==> src/rtl/bp_pkg.sv <==
// rtl/bp_pkg.sv - shared defaults, counter type and clear-FSM states for the pattern history table
package bp_pkg;

  localparam int BP_ENTRIES   = 64;
  localparam int BP_CTR_BITS  = 2;
  localparam int BP_HIST_BITS = 6;
  localparam int BP_PC_ALIGN  = 2;
  localparam int BP_INIT_CTR  = 0;

  typedef logic [BP_CTR_BITS-1:0] bp_ctr_t;

  typedef enum logic {
    IDLE  = 1'b0,
    CLEAR = 1'b1
  } bp_clr_state_e;

endpackage

==> src/rtl/bp_sat_ctr.sv <==
// rtl/bp_sat_ctr.sv - combinational saturating increment/decrement of one counter
module bp_sat_ctr #(
  parameter int CTR_BITS = 2
) (
  input  logic [CTR_BITS-1:0] cur,
  input  logic                take,
  output logic [CTR_BITS-1:0] nxt
);

  always_comb begin
    nxt = cur;
    if (take && (cur != {CTR_BITS{1'b1}})) begin
      nxt = cur + 1'b1;
    end else if (!take && (cur != '0)) begin
      nxt = cur - 1'b1;
    end
  end

endmodule

==> src/rtl/bp_pht.sv <==
// rtl/bp_pht.sv - pattern history table with gshare indexing, retire-time update and a sequenced clear sweep
module bp_pht
  import bp_pkg::*;
#(
  parameter  int ENTRIES   = BP_ENTRIES,
  parameter  int CTR_BITS  = BP_CTR_BITS,
  parameter  int HIST_BITS = BP_HIST_BITS,
  parameter  int PC_ALIGN  = BP_PC_ALIGN,
  parameter  int INIT_CTR  = BP_INIT_CTR,
  localparam int IDX_BITS  = $clog2(ENTRIES),
  localparam int GHR_W     = (HIST_BITS > 0) ? HIST_BITS : 1
) (
  input  logic                clock,
  input  logic                reset,
  input  logic                pred_valid,
  input  logic [31:0]         pred_pc,
  output logic                pred_taken,
  output logic [IDX_BITS-1:0] pred_index,
  input  logic                upd_valid,
  input  logic [IDX_BITS-1:0] upd_index,
  input  logic                upd_taken,
  input  logic                clear_req,
  output logic                busy,
  output logic [GHR_W-1:0]    ghr
);

  localparam logic [CTR_BITS-1:0] INIT_VAL = CTR_BITS'(INIT_CTR);

  logic [CTR_BITS-1:0] r_ctr [ENTRIES];
  logic [GHR_W-1:0]    r_ghr;
  logic [IDX_BITS-1:0] r_ptr;
  bp_clr_state_e       r_state;
  bp_clr_state_e       w_state_nxt;
  logic                w_busy;
  logic                w_upd_we;
  logic [IDX_BITS-1:0] w_hist_idx;
  logic [CTR_BITS-1:0] w_upd_nxt;
  logic                w_unused_pc;

  // Bits of the PC outside the index window do not participate.
  assign w_unused_pc = ^pred_pc;

  generate
    if (HIST_BITS > 0) begin : g_gshare
      assign w_hist_idx = IDX_BITS'(r_ghr);
    end else begin : g_bimodal
      assign w_hist_idx = '0;
    end
  endgenerate

  assign pred_index = pred_pc[PC_ALIGN +: IDX_BITS] ^ w_hist_idx;
  assign w_upd_we   = upd_valid && !w_busy;
  assign busy       = w_busy;
  assign ghr        = r_ghr;

  // One incrementer serves both the array write and the same-cycle bypass.
  bp_sat_ctr #(.CTR_BITS(CTR_BITS)) u_sat_ctr (
    .cur  (r_ctr[upd_index]),
    .take (upd_taken),
    .nxt  (w_upd_nxt)
  );

  always_comb begin
    pred_taken = 1'b0;
    if (pred_valid && !w_busy) begin
      if (upd_valid && (upd_index == pred_index)) begin
        pred_taken = w_upd_nxt[CTR_BITS-1];
      end else begin
        pred_taken = r_ctr[pred_index][CTR_BITS-1];
      end
    end
  end

  always_ff @(posedge clock) begin
    if (reset) begin
      r_state <= IDLE;
    end else begin
      r_state <= w_state_nxt;
    end
  end

  always_comb begin
    w_state_nxt = r_state;
    case (r_state)
      IDLE:    if (clear_req) w_state_nxt = CLEAR;
      CLEAR:   if (r_ptr == IDX_BITS'(ENTRIES - 1)) w_state_nxt = IDLE;
      default: w_state_nxt = IDLE;
    endcase
  end

  always_comb begin
    w_busy = (r_state == CLEAR);
  end

  // Clear owns the single write port while the sweep runs.
  always_ff @(posedge clock) begin
    if (reset) begin
      for (int i = 0; i < ENTRIES; i++) begin
        r_ctr[i] <= INIT_VAL;
      end
    end else if (w_busy) begin
      r_ctr[r_ptr] <= INIT_VAL;
    end else if (w_upd_we) begin
      r_ctr[upd_index] <= w_upd_nxt;
    end
  end

  always_ff @(posedge clock) begin
    if (reset) begin
      r_ptr <= '0;
    end else if (w_busy) begin
      r_ptr <= r_ptr + 1'b1;
    end else if (clear_req) begin
      r_ptr <= '0;
    end
  end

  always_ff @(posedge clock) begin
    if (reset) begin
      r_ghr <= '0;
    end else if (w_busy && (r_ptr == '0)) begin
      r_ghr <= '0;
    end else if (w_upd_we && (HIST_BITS > 0)) begin
      r_ghr <= GHR_W'({r_ghr, upd_taken});
    end
  end

endmodule

==> config.mk <==
export PLATFORM = sky130hd
export DESIGN_NAME = bp_pht
export DESIGN_NICKNAME = d
export VERILOG_FILES = /design/src/rtl/bp_pkg.sv /design/src/rtl/bp_sat_ctr.sv /design/src/rtl/bp_pht.sv
export SDC_FILE = /design/constraint.sdc
export NUM_CORES = 1
export LEC_CHECK = 0
export CAP_MARGIN = 10
export CORE_MARGIN = 2
export CORE_UTILIZATION = 55
export CTS_CLUSTER_SIZE = 30
export DETAILED_ROUTE_END_ITERATION = 8
export PLACE_DENSITY = 0.76
export RECOVER_POWER = 100
export SKIP_CTS_REPAIR_TIMING = 1
export SLEW_MARGIN = 20
export SYNTH_ARGS = -nofsm -noshare
export SYNTH_HDL_FRONTEND = slang
export SYNTH_HIERARCHICAL = 1
export SYNTH_SLANG_ARGS = --single-unit
==> constraint.sdc <==
create_clock -name clock -period 4.6 [get_ports clock]
set_input_delay 0.69 -clock clock [delete_from_list [all_inputs] [get_ports clock]]
set_output_delay 0.69 -clock clock [all_outputs]
set_load 0.01 [all_outputs]
==> impl_metrics.yaml <==
run_status:
  outcome: "complete, but fails checks"
  violations: "capacitance limit, slew limit"
timing:
  setup_ws_ps: 271.1
  min_period_ps: 4329
  fin_crit_sh: 0.9411
  tns_ps: 0
  fmax_mhz: 231.0
  rsz0062_at_grt: "no"
  slew_headroom: -0.2472
  finalMaxSlewViolations: 45
  clock-skew-final_ps: 11.00
  tightest_slew_ps: 1871
  hold_viol_final: 0
  holdWs_ps: 503.2
  setup_viol: 0
run:
  drv_cap: 1
routing:
  drt_iter0_drc: 815
  routed_wirelength_microns: 20470
  first_pass_iters: 5
  drt_drc_violations_left: 0
  antenna_left: 0
  viasPerCell: 6.666
  vias: 5633
  wire_per_inst_microns: 24.23
synth:
  synthDominantCellAreaShare: 0.4896
  syn-cell-area_sq_um: 7850
  synthCells: 630
  yosysMostFrequentCell: "edfxtp_1"
  synth.distinct_cells: 48
  synth-edff-count: 128
  yosysWarnings: 6
  async_reset_ff_frac: 0
  ys_ff_latch: 141
  yosys.area.top_type: "edfxtp_1"
  ys_seq_area_frac: 0.5228
  syn_nets: 678
  synth_common_cells: "edfxtp_1, nor2_1, nor3_1"
  ys_top_cells_by_area: "edfxtp_1, mux4_2, o21bai_1"
  ys.flop_type: "edfxtp_1"
  syn_avg_cell_area_sq_um: 12.46
setup_path:
  arrival_ps: 3640
  startpoint_type: "input pin"
  crit_fanout: 13
  cp_data_required_time_ps: 3910
  setup.worst_path.class: "in -> out"
  crit_path_end_kind: "output port"
floorplanning:
  boundaryPins: 58
  initial_utilization: 0.5633
  die_area_sq_um: 15240
  die_h_microns: 123.5
  row_count: 43
  core_sq_um: 13930
  die_w_microns: 123.5
cts:
  tritoncts: "built"
  clk-insertion-delay-late_ps: 420
  clk_pin_slew_ps: 60
  cts_sinks: 141
  cts_buffer_depth: 2
  htree_levels: 4
  clockRootBuffer: "clkbuf_16"
  numCtsBuffers: 17
grt:
  grt-busiest-layer: "met2"
  antenna_found_initial: 1
  gr-usage-met2: 0.4519
  grt_overflow_total: 0
  use_met1: 0.3503
  grtUsageTotal: 0.2794
  gr-usage-met3: 0.08579
  grt_pass1_vias: 5510
  grt_max_degree: 45
  grt_pass1_wl_microns: 30680
place:
  gp_congestion: 0.9201
  dp_cells: 813
  io_buffers: 31
  dpl_cell_area_sq_um: 8421
  hpwl_microns: 13920
  pre_cts_slack_ps: -89.40
cells_and_area:
  drive_gt1_frac: 0.1714
  syn_to_final_growth_pct: 13.96
  stdcell_count: 845
  finish.utilization: 0.6420
  layout.nets: 700
  num_antenna_cells: 0
  final_area_sq_um: 8946
power_and_ir_drop:
  power_per_cell_area_nw_per_um2: 353.6
  p_total_mw: 3.163
  peakVddDrop_mv: 0.2671
  p_leak_nw: 2.949
hold_path:
  hold_class: "reg -> reg"
## state kept, by name (all words and copies together) (netlist names)
register	flops
busy	1
ghr	6
r_ctr	128
r_ptr	6
## cells by family after synthesis
family / synth area share
AO/OA/AOI/OAI: 0.08782
XOR/XNOR: 0.02247
adder cells (fa/ha/maj): 0.006376
buffers and inverters: 0.03730
flip-flops: 0.5228
multiplexers: 0.1814
AND/OR/NAND/NOR: 0.1419
## critical path, cell delays in order
cell and delay (ps):
buf_2 190, buf_12 190, mux4_2 560, mux4_2 480, mux4_2 490, inv_1 110
ha_1 140, a21o_2 130, nand2b_1 100, nand3_1 70, a211oi_1 270, clkbuf_1 190
## placed cells by master (no fill, tap or decap), types with 3 or more instances in the layout
| cell type | n |
|---|---|
| ha_1 | 4 |
| mux4_1 | 6 |
| nor3_1 | 63 |
| dlygate4sd3_1 | 11 |
| inv_1 | 10 |
| mux4_2 | 53 |
| nand4_1 | 7 |
| xnor3_1 | 4 |
| o21ai_0 | 5 |
| o21bai_1 | 61 |
| a31oi_1 | 4 |
| buf_4 | 11 |
| nand2_1 | 46 |
| clkdlybuf4s50_1 | 16 |
| mux2i_1 | 5 |
| xor2_1 | 3 |
| nor2_1 | 86 |
| buf_12 | 7 |
| nand3_1 | 10 |
| inv_6 | 5 |
| clkbuf_16 | 17 |
| nand2b_1 | 10 |
| buf_2 | 3 |
| edfxtp_1 | 128 |
| clkinv_4 | 3 |
| clkinvlp_4 | 4 |
| dfxtp_1 | 13 |
| clkbuf_1 | 10 |
| or3_1 | 8 |
| a21oi_1 | 14 |
| o31ai_1 | 4 |
| xnor2_1 | 4 |
## metal layers
layer,vias up,share of wire
li1,2452,-
met1,2798,0.38
met2,327,0.49
met3,54,0.10
met4,2,0.034
met5,-,0.00063
## power by group
| part | leakage (nW) | switching (mW) | internal (mW) |
|---|---|---|---|
| Sequential | 1.43 | 0.0251 | 1.44 |
| Combinational | 1.26 | 0.213 | 0.176 |
| Clock | 0.264 | 0.560 | 0.752 |
## layout make-up
cell class	instances	area (sq um)
clock buffers	18	429.2
clock inverters	14	135.1
fillers	999	4989
inverters	10	37.54
multi-input cells	423	3461
flip-flops and latches	141	4104
well taps	180	225.2
repair buffers	59	554.3
## worst paths after layout
kind	from	to	cells after the start	slack, ps
worst min register to register	ghr[2]	ghr[3]	2	500
worst max-delay path	upd_index[0]	pred_taken	12	270
worst max register to register	r_ctr[63][1]	r_ctr[17][1]	11	700
worst min-delay path	ghr[2]	ghr[3]	2	500
(Power assumes the default switching activity.)
